==> src/rtl/buzzer_tone_gen.sv <==
// Arbitrates live keypad and song player notes (live wins) and drives a passive
// buzzer with a square wave, inserting a silent articulation gap on every new or re-struck note.
module buzzer_tone_gen #(
    parameter int CLK_FREQ_HZ = 50_000_000,
    parameter int KEY_ID_BITS = 4,
    parameter int GAP_MS      = 10
) (
    input  logic                   clk,
    input  logic                   rst_n,
    input  logic [KEY_ID_BITS-1:0] live_key_id,
    input  logic                   live_key_pressed,
    input  logic [KEY_ID_BITS-1:0] song_key_id,
    input  logic                   song_key_is_pressed,
    input  logic                   song_retrigger,
    output logic                   buzzer_out,
    output logic [KEY_ID_BITS-1:0] active_key_id,
    output logic                   sounding,
    output logic                   source_is_live
);

    // Half periods in clocks at 50 MHz; other clock rates are scaled with rounding.
    function automatic int half_at_50mhz(input int id);
        case (id)
            1:       return 95556;
            2:       return 85131;
            3:       return 75843;
            4:       return 71586;
            5:       return 63776;
            6:       return 56818;
            7:       return 50619;
            8:       return 90193;
            9:       return 80353;
            10:      return 67568;
            11:      return 60196;
            12:      return 53629;
            default: return 0;
        endcase
    endfunction

    function automatic int half_period(input int id);
        longint h;
        h = (longint'(half_at_50mhz(id)) * longint'(CLK_FREQ_HZ) + longint'(25_000_000))
            / longint'(50_000_000);
        if (h < 1) h = 1;
        return int'(h);
    endfunction

    function automatic logic key_valid(input logic [KEY_ID_BITS-1:0] id);
        return (int'(id) >= 1) && (int'(id) <= 12);
    endfunction

    localparam int GAP_CYCLES = GAP_MS * (CLK_FREQ_HZ / 1000);
    localparam int MAX_HALF   = half_period(1);
    localparam int PH_W       = (MAX_HALF > 1) ? $clog2(MAX_HALF) : 1;
    localparam int GAP_W      = (GAP_CYCLES > 1) ? $clog2(GAP_CYCLES) : 1;

    localparam logic [GAP_W-1:0] GAP_LAST = GAP_W'((GAP_CYCLES > 0) ? GAP_CYCLES - 1 : 0);

    // Terminal phase counts (half period minus one) for each valid key ID.
    localparam logic [PH_W-1:0] HM1_C4  = PH_W'(half_period(1) - 1);
    localparam logic [PH_W-1:0] HM1_D4  = PH_W'(half_period(2) - 1);
    localparam logic [PH_W-1:0] HM1_E4  = PH_W'(half_period(3) - 1);
    localparam logic [PH_W-1:0] HM1_F4  = PH_W'(half_period(4) - 1);
    localparam logic [PH_W-1:0] HM1_G4  = PH_W'(half_period(5) - 1);
    localparam logic [PH_W-1:0] HM1_A4  = PH_W'(half_period(6) - 1);
    localparam logic [PH_W-1:0] HM1_B4  = PH_W'(half_period(7) - 1);
    localparam logic [PH_W-1:0] HM1_CS4 = PH_W'(half_period(8) - 1);
    localparam logic [PH_W-1:0] HM1_DS4 = PH_W'(half_period(9) - 1);
    localparam logic [PH_W-1:0] HM1_FS4 = PH_W'(half_period(10) - 1);
    localparam logic [PH_W-1:0] HM1_GS4 = PH_W'(half_period(11) - 1);
    localparam logic [PH_W-1:0] HM1_AS4 = PH_W'(half_period(12) - 1);

    typedef enum logic [1:0] {
        S_SILENT,
        S_GAP,
        S_TONE
    } state_t;

    state_t                 state_q;
    logic [GAP_W-1:0]       gap_q;
    logic [PH_W-1:0]        phase_q;
    logic [PH_W-1:0]        half_m1_q;
    logic [KEY_ID_BITS-1:0] active_q;
    logic                   live_q;
    logic                   buzz_q;
    logic                   sounding_q;

    logic                   live_ok;
    logic                   song_ok;
    logic                   sel_valid;
    logic                   sel_live;
    logic [KEY_ID_BITS-1:0] sel_id;
    logic                   trigger;
    logic [PH_W-1:0]        half_m1_d;

    always_comb begin
        live_ok   = live_key_pressed && key_valid(live_key_id);
        song_ok   = song_key_is_pressed && key_valid(song_key_id);
        sel_valid = live_ok || song_ok;
        sel_live  = live_ok;
        sel_id    = '0;
        if (live_ok) begin
            sel_id = live_key_id;
        end else if (song_ok) begin
            sel_id = song_key_id;
        end
        // A retrigger pulse only re-strikes the note when the song is the sounding source.
        trigger = sel_valid && ((state_q == S_SILENT) || (sel_id != active_q) ||
                                (sel_live != live_q) || (song_retrigger && !sel_live));
    end

    always_comb begin
        half_m1_d = '0;
        case (int'(sel_id))
            1:       half_m1_d = HM1_C4;
            2:       half_m1_d = HM1_D4;
            3:       half_m1_d = HM1_E4;
            4:       half_m1_d = HM1_F4;
            5:       half_m1_d = HM1_G4;
            6:       half_m1_d = HM1_A4;
            7:       half_m1_d = HM1_B4;
            8:       half_m1_d = HM1_CS4;
            9:       half_m1_d = HM1_DS4;
            10:      half_m1_d = HM1_FS4;
            11:      half_m1_d = HM1_GS4;
            12:      half_m1_d = HM1_AS4;
            default: half_m1_d = '0;
        endcase
    end

    always_ff @(posedge clk) begin
        if (!rst_n) begin
            state_q    <= S_SILENT;
            gap_q      <= '0;
            phase_q    <= '0;
            half_m1_q  <= '0;
            active_q   <= '0;
            live_q     <= 1'b0;
            buzz_q     <= 1'b0;
            sounding_q <= 1'b0;
        end else begin
            case (state_q)
                S_SILENT: begin
                    if (trigger) begin
                        active_q  <= sel_id;
                        live_q    <= sel_live;
                        half_m1_q <= half_m1_d;
                        gap_q     <= '0;
                        phase_q   <= '0;
                        if (GAP_CYCLES == 0) begin
                            state_q    <= S_TONE;
                            buzz_q     <= 1'b1;
                            sounding_q <= 1'b1;
                        end else begin
                            state_q <= S_GAP;
                        end
                    end
                end

                S_GAP: begin
                    if (!sel_valid) begin
                        state_q  <= S_SILENT;
                        active_q <= '0;
                        gap_q    <= '0;
                    end else if (trigger) begin
                        active_q  <= sel_id;
                        live_q    <= sel_live;
                        half_m1_q <= half_m1_d;
                        gap_q     <= '0;
                    end else if (gap_q == GAP_LAST) begin
                        state_q    <= S_TONE;
                        gap_q      <= '0;
                        phase_q    <= '0;
                        buzz_q     <= 1'b1;
                        sounding_q <= 1'b1;
                    end else begin
                        gap_q <= gap_q + 1'b1;
                    end
                end

                S_TONE: begin
                    if (!sel_valid) begin
                        state_q    <= S_SILENT;
                        active_q   <= '0;
                        phase_q    <= '0;
                        buzz_q     <= 1'b0;
                        sounding_q <= 1'b0;
                    end else if (trigger) begin
                        active_q  <= sel_id;
                        live_q    <= sel_live;
                        half_m1_q <= half_m1_d;
                        phase_q   <= '0;
                        gap_q     <= '0;
                        // Without a gap a re-strike simply restarts the waveform high.
                        if (GAP_CYCLES == 0) begin
                            buzz_q     <= 1'b1;
                            sounding_q <= 1'b1;
                        end else begin
                            state_q    <= S_GAP;
                            buzz_q     <= 1'b0;
                            sounding_q <= 1'b0;
                        end
                    end else if (phase_q == half_m1_q) begin
                        phase_q <= '0;
                        buzz_q  <= ~buzz_q;
                    end else begin
                        phase_q <= phase_q + 1'b1;
                    end
                end

                default: begin
                    state_q    <= S_SILENT;
                    active_q   <= '0;
                    buzz_q     <= 1'b0;
                    sounding_q <= 1'b0;
                end
            endcase
        end
    end

    assign buzzer_out     = buzz_q;
    assign active_key_id  = active_q;
    assign sounding       = sounding_q;
    assign source_is_live = live_q;

endmodule

==> config.mk <==
export PLATFORM = sky130hd
export DESIGN_NAME = buzzer_tone_gen
export DESIGN_NICKNAME = d
export VERILOG_FILES = /design/src/rtl/buzzer_tone_gen.sv
export SDC_FILE = /design/constraint.sdc
export NUM_CORES = 1
export LEC_CHECK = 0
export CAP_MARGIN = 30
export CELL_PAD_IN_SITES_DETAIL_PLACEMENT = 1
export CELL_PAD_IN_SITES_GLOBAL_PLACEMENT = 1
export CORE_MARGIN = 2
export CORE_UTILIZATION = 36
export CTS_CLUSTER_DIAMETER = 200
export CTS_CLUSTER_SIZE = 40
export DETAILED_ROUTE_END_ITERATION = 8
export PLACE_DENSITY_LB_ADDON = 0.1
export SETUP_SLACK_MARGIN = 0.5
export SYNTH_ARGS = -nofsm -noshare
export SYNTH_HDL_FRONTEND = slang
export SYNTH_SLANG_ARGS = --single-unit
==> constraint.sdc <==
create_clock -name clk -period 3.8 [get_ports clk]
set_input_delay 0.38 -clock clk [delete_from_list [all_inputs] [get_ports clk]]
set_output_delay 0.38 -clock clk [all_outputs]
set_load 0.005 [all_outputs]
# Yosys cells after proc, flatten, opt, wreduce, memory -nomap -nowiden
# Memory sizes are Yosys's and may differ from the RTL's.
# Cells that the tools add are included.
[totals]
regBits = 62
latch_bits = 0
ramBits = 0
romBits = 272
output_inout_bits = 7
wordCells = 95
n_memories = 1
[op_classes]
n_addsub = 2
mul = 0
div = 0
order_cmp = 4
n_eq_ne = 16
shifts = 0
muxes = 41
bitwise_logic = 2
n_reduce_logical = 21
[mem_list]
columns = ["name", "depth", "width", "rd", "rd_clocked_by_memory_dff", "write_ports", "line_no", "text"]
rows = [
  ["(name not given)", 16, 17, 1, 0, 0, "114", "case (int'(sel_id))"],
]
[op_table]
columns = ["op", "n"]
rows = [
  ["two-way mux 17 bit", 9],
  ["two-way mux 19 bit", 5],
  ["one-hot mux 19 bit (3 select lines)", 1],
  ["one-hot mux 17 bit (3 select lines)", 1],
  ["one-hot mux 17 bit (2 select lines)", 1],
  ["adder 19 x 1 -> 19 bit, second input constant", 1],
  ["equality test 19 bit, second input constant", 1],
  ["adder 17 x 1 -> 17 bit, second input constant", 1],
  ["equality test 17 bit", 1],
  ["two-way mux 4 bit", 4],
  ["AND reduction 5 bit", 3],
  ["two-way mux 1 bit", 10],
  ["two-way mux 2 bit", 5],
  ["inequality test 2 bit, second input constant", 5],
  ["inequality test 3 bit, second input constant", 3],
  ["greater-or-equal comparator 4 x 1 -> 1 bit, second input constant", 2],
  ["<= comparator 4 bit, second input constant", 2],
  ["one-hot mux 4 bit (2 select lines)", 1],
  ["logical AND 1 bit", 6],
  ["one-hot mux 1 bit (3 select lines)", 2],
  ["one-hot mux 2 bit (3 select lines)", 1],
  ["AND reduction 2 bit", 3],
  ["logical OR 1 bit", 4],
  ["inequality test 4 bit", 1],
  ["12 further kinds", 13],
]

# Longest topological paths before layout
[logic_depth]
ltp_word = 13
depth_mapped = 13
ltp_nobuf = 10

# Worst setup path before layout
# Ideal clock, no wire load.
[synth_path]
path_type = "in2reg"
from = "in live_key_id[3]"
to = "reg gap_q[10]"
setup_time_ps = 74
arrival_time_ps = 3035
path_slack_ps = 691
path_stages = 11
path_cell_list = "buf_6 or4_4 nand3_1 a31o_2 inv_1 xnor2_1 or3_1 buf_2 or2_4 or4_1 a31oi_1"
[synth_via]
elab_chain_len = 12
word_cells_on_any_way = 21
classes_between = "order compare (2); eq/ne (3); mux (6); reduce/logical (10)"
[synth_rtl]
columns = ["item", "line_no", "text"]
rows = [
  ["start, declared", "10", "input logic [KEY_ID_BITS-1:0] live_key_id,"],
  ["greater-or-equal comparator 4 x 1 -> 1 bit / <= comparator 4 bit (equally long branches)", "49", "return (int'(id) >= 1) && (int'(id) <= 12);"],
  ["logical AND 1 bit", "49", ""],
  ["logical AND 1 bit", "97", "live_ok = live_key_pressed && key_valid(live_key_id);"],
  ["two-way mux 4 bit", "102", "if (live_ok) begin"],
  ["inequality test 4 bit", "108", "trigger = sel_valid && ((state_q == S_SILENT) || (sel_id != active_q) ||"],
  ["logical OR 1 bit (2 in series)", "108", ""],
  ["logical OR 1 bit", "109", "(sel_live != live_q) || (song_retrigger && !sel_live));"],
  ["logical AND 1 bit", "108", ""],
  ["two-way mux 19 bit, on equally long branches (2 in series)", "--", ""],
  ["one-hot mux 19 bit (3 select lines)", "142", "case (state_q)"],
  ["end signal, assigned", "177", "gap_q <= gap_q + 1'b1;"],
  ["end, declared", "80", "logic [GAP_W-1:0] gap_q;"],
]
# Several ways; a longest one is shown, not always the timed one. The select of a mux whose other input is x is not followed.
# A chain may end at the register's enable or synchronous reset.

# Worst setup path in the final report
[layout_path]
from = "in live_key_id[3]"
to = "reg gap_q[6]"
# The elaborated chain is that of the path after synthesis.

==> flow_summary.ini <==
[clock_tree]
htreeDepth = 3
clock-sinks = 62
cts_made_buffers = 9
cts_tree = done
holdBufCountCts = 0
cts.path.max_buffers = 2
cts_root_buffer = clkbuf_8
clkTransAtPathRegs_ns = 0.08
clkLatencyLatePin_ns = 0.35

[logic_synthesis]
synth_cells = 497
ys_seq_area_share_pct = 31.78
synthArstFlopShare_pct = 0
ys_types = 55
synth_top_area_share_pct = 31.78
synthFlopType = dfxtp_1
synth_area_leaders = dfxtp_1 (32%), a21oi_1 (6.4%), mux2i_1 (4.4%)
synth_edf_count = 0
synth_top_cell_by_area = dfxtp_1
syn_nets = 523
synth_warnings = 0
ys_ff_latch = 62
avgSynthCellArea_sq_um = 7.857
syn_area_sq_um = 3905

[layout]
mostFrequentLayoutCells = dfxtp_1 (62), a21oi_1 (50), nand2_1 (35), nor2_1 (35), o21ai_0 (29)
area_delta_synth_final_pct = 17.01
final_layout_size_suffix_gt1_share_pct = 10.63
post-route-util_pct = 42.71
antenna_cells = 0
num-nets-final = 548
stdcell_count = 667
final_common_cell = dfxtp_1

[worst_setup_path]
cp_num_buf_inv = 1
critical_path_peak_fanout = 6
cp.required_ns = 4.06
critPathTopFamily = simple AND/OR/NAND/NOR gates
end_kind = flop
path_class = input pin to flop
cpMaxStageDelayCell = or4_4
critical_path.max_stage_delay_ns = 0.56
cp_data_arrival_time_ns = 3.46
worstPathCellList = clkdlybuf4s50_1 -> or4_4 -> a311o_1 -> a21oi_2 -> o2111ai_2 -> or3_4 -> or2_4 -> or4_1 -> a31oi_1
worst_setup_path_start_kind = input pin
rr_worst_depth = 8
cp.depth = 9

[flow_run]
cap_violations = 0

[placement]
port_buffers = 19
gp_congestion = 0.7873
dp.final_hpwl_microns = 8386
placedCellCount = 648

[detailed_routing]
drtIter0Drc = 131
route.met3.wl_microns = 237
wl_met2_microns = 5277
routedWlPerCell_microns = 16.95
topRoutingLayerUsed = met4
first_pass_iters = 5
route.vias.total = 3758
drt-met1-wl_microns = 5683
antenna_left = 0
drt_wl_total_microns = 11300
drc = 0
vias_per_cell = 5.634

[floorplan]
dieArea_sq_um = 11700
fp.dieH_microns = 108.2
die_x_microns = 108.2
coreArea_sq_um = 10700
pin_count = 20
rows = 38
initial_core_util_pct = 36.50

[sta]
finalSetupViolCount = 0
worst_slew_pin_slew_ns = 0.9837
period_share_pct = 84.02
hold_viol = 0
finalClockSkew_ns = 0.008822
drv_slew = 0
rsz0062_at_grt = true
fmax_mhz = 313.2
finalSetupTns_ns = 0
slew-limit-headroom_pct = 34.35
fin_crit_ns = 3.193

[outcome]
status = finished clean

[power]
p_comb_share_pct = 24.6
netSwitchingPower_mw = 0.5714
p_leak_nw = 1.623
total_power_mw = 1.756
pwr-share-seq_pct = 40.9
p_per_area_nw_per_um2 = 384.3
p_int_mw = 1.185
power_switching_share_pct = 32.53
ir_drop_uv = 191.2
clkPwrFrac_pct = 34.5

[grt]
antenna_found_initial = 0
grt_pass1_wl_microns = 18900
grt_usage_pct = 20.34
grt_pass1_vias = 3753
gr-total-overflow = 0
grt_max_degree = 37

[hold_path]
hold_path_class = flop to flop
hold_depth = 2
==> final timing paths <==
path / startpoint / end / slack, ns
hold reg to reg: half_m1_q[12] / half_m1_q[12] / 0.47
setup / recovery: live_key_id[3] / gap_q[6] / 0.61
setup reg to reg: state_q[0] / gap_q[6] / 1.06
hold / removal: half_m1_q[12] / half_m1_q[12] / 0.47
==> registers in the layout, summed over array words and instances, names as in the netlist <==
register and cells:
phase_q 17, buzzer_out 1, half_m1_q 17, gap_q 19, sounding 1, active_key_id 4
state_q 2, source_is_live 1
==> cells by family (layout without fill, tap and decap cells) <==
family,after synthesis,count (layout),share of synthesized area (%)
AO/OA/AOI/OAI,143,143,23.01
buffers and inverters,46,76,4.902
multiplexers,17,17,4.357
AND/OR/NAND/NOR,195,195,27.08
flip-flops,62,62,31.78
adder cells (fa/ha/maj),13,13,4.165
XOR/XNOR,21,21,4.710
==> through the flow <==
step	hold WS, ns	worst slack, ns	instance area, sq um
detailed placement	0.4609	0.1546	4313
floorplan	0.4451	0.6908	3905
global placement	0.4573	0.08542	4298
finish	0.4710	0.6073	4569
CTS	0.4721	0.5153	4513
global route	0.5097	0.4668	4569
==> worst min-delay path: cells and delay by family (launching register included) <==
family,cells,cell delay [ns]
AOI/OAI and AO/OA,1,0.05
DFF,1,0.32
and+or+nand+nor,1,0.05
==> cells in the mapped netlist (13+ instances only) <==
cell	count
xnor2_1	14
a21oi_1	50
clkbuf_1	21
inv_1	17
nand4_1	18
or4_1	19
o31ai_1	13
dfxtp_1	62
mux2i_1	17
nor3_1	13
o21ai_0	29
nand2_1	35
nor2_1	35
ha_1	13
nand3_1	20
or3_1	16
==> routing by layer <==
layer / GRT usage (%) / up-vias
li1: - / 1902
met1: 27.63 / 1813
met2: 33.38 / 32
met3: 4.159 / 11
met4: 4.304 / 0
met5: 0 / -
==> power groups by stage <==
stage	Combinational (mW)	Sequential, mW	Clock [mW]
6_report	0.432	0.718	0.606
5_1_grt	0.479	0.723	0.652
4_1_cts	0.428	0.718	0.624
3_5_place_dp	0.426	0.733	0
3_3_place_gp	0.407	0.732	0
2_1_floorplan	0.294	0.723	0
==> final cells by class <==
| type | count | area [sq um] |
|---|---|---|
| fillers | 1329 | 6128 |
| multi-input cells | 389 | 2500 |
| flip-flops and latches | 62 | 1241 |
| repair buffers | 43 | 389.1 |
| well taps | 140 | 175.2 |
| clock buffers | 11 | 141.4 |
| inverters | 17 | 63.81 |
| clock inverters | 5 | 58.81 |
==> repair_timing <==
item / CTS / global route
gates resized for setup: 0 / 8
setup buffers: 0 / 3
endpoints found under the setup margin: 0 / 47
Power figures use the tool's default switching activity.
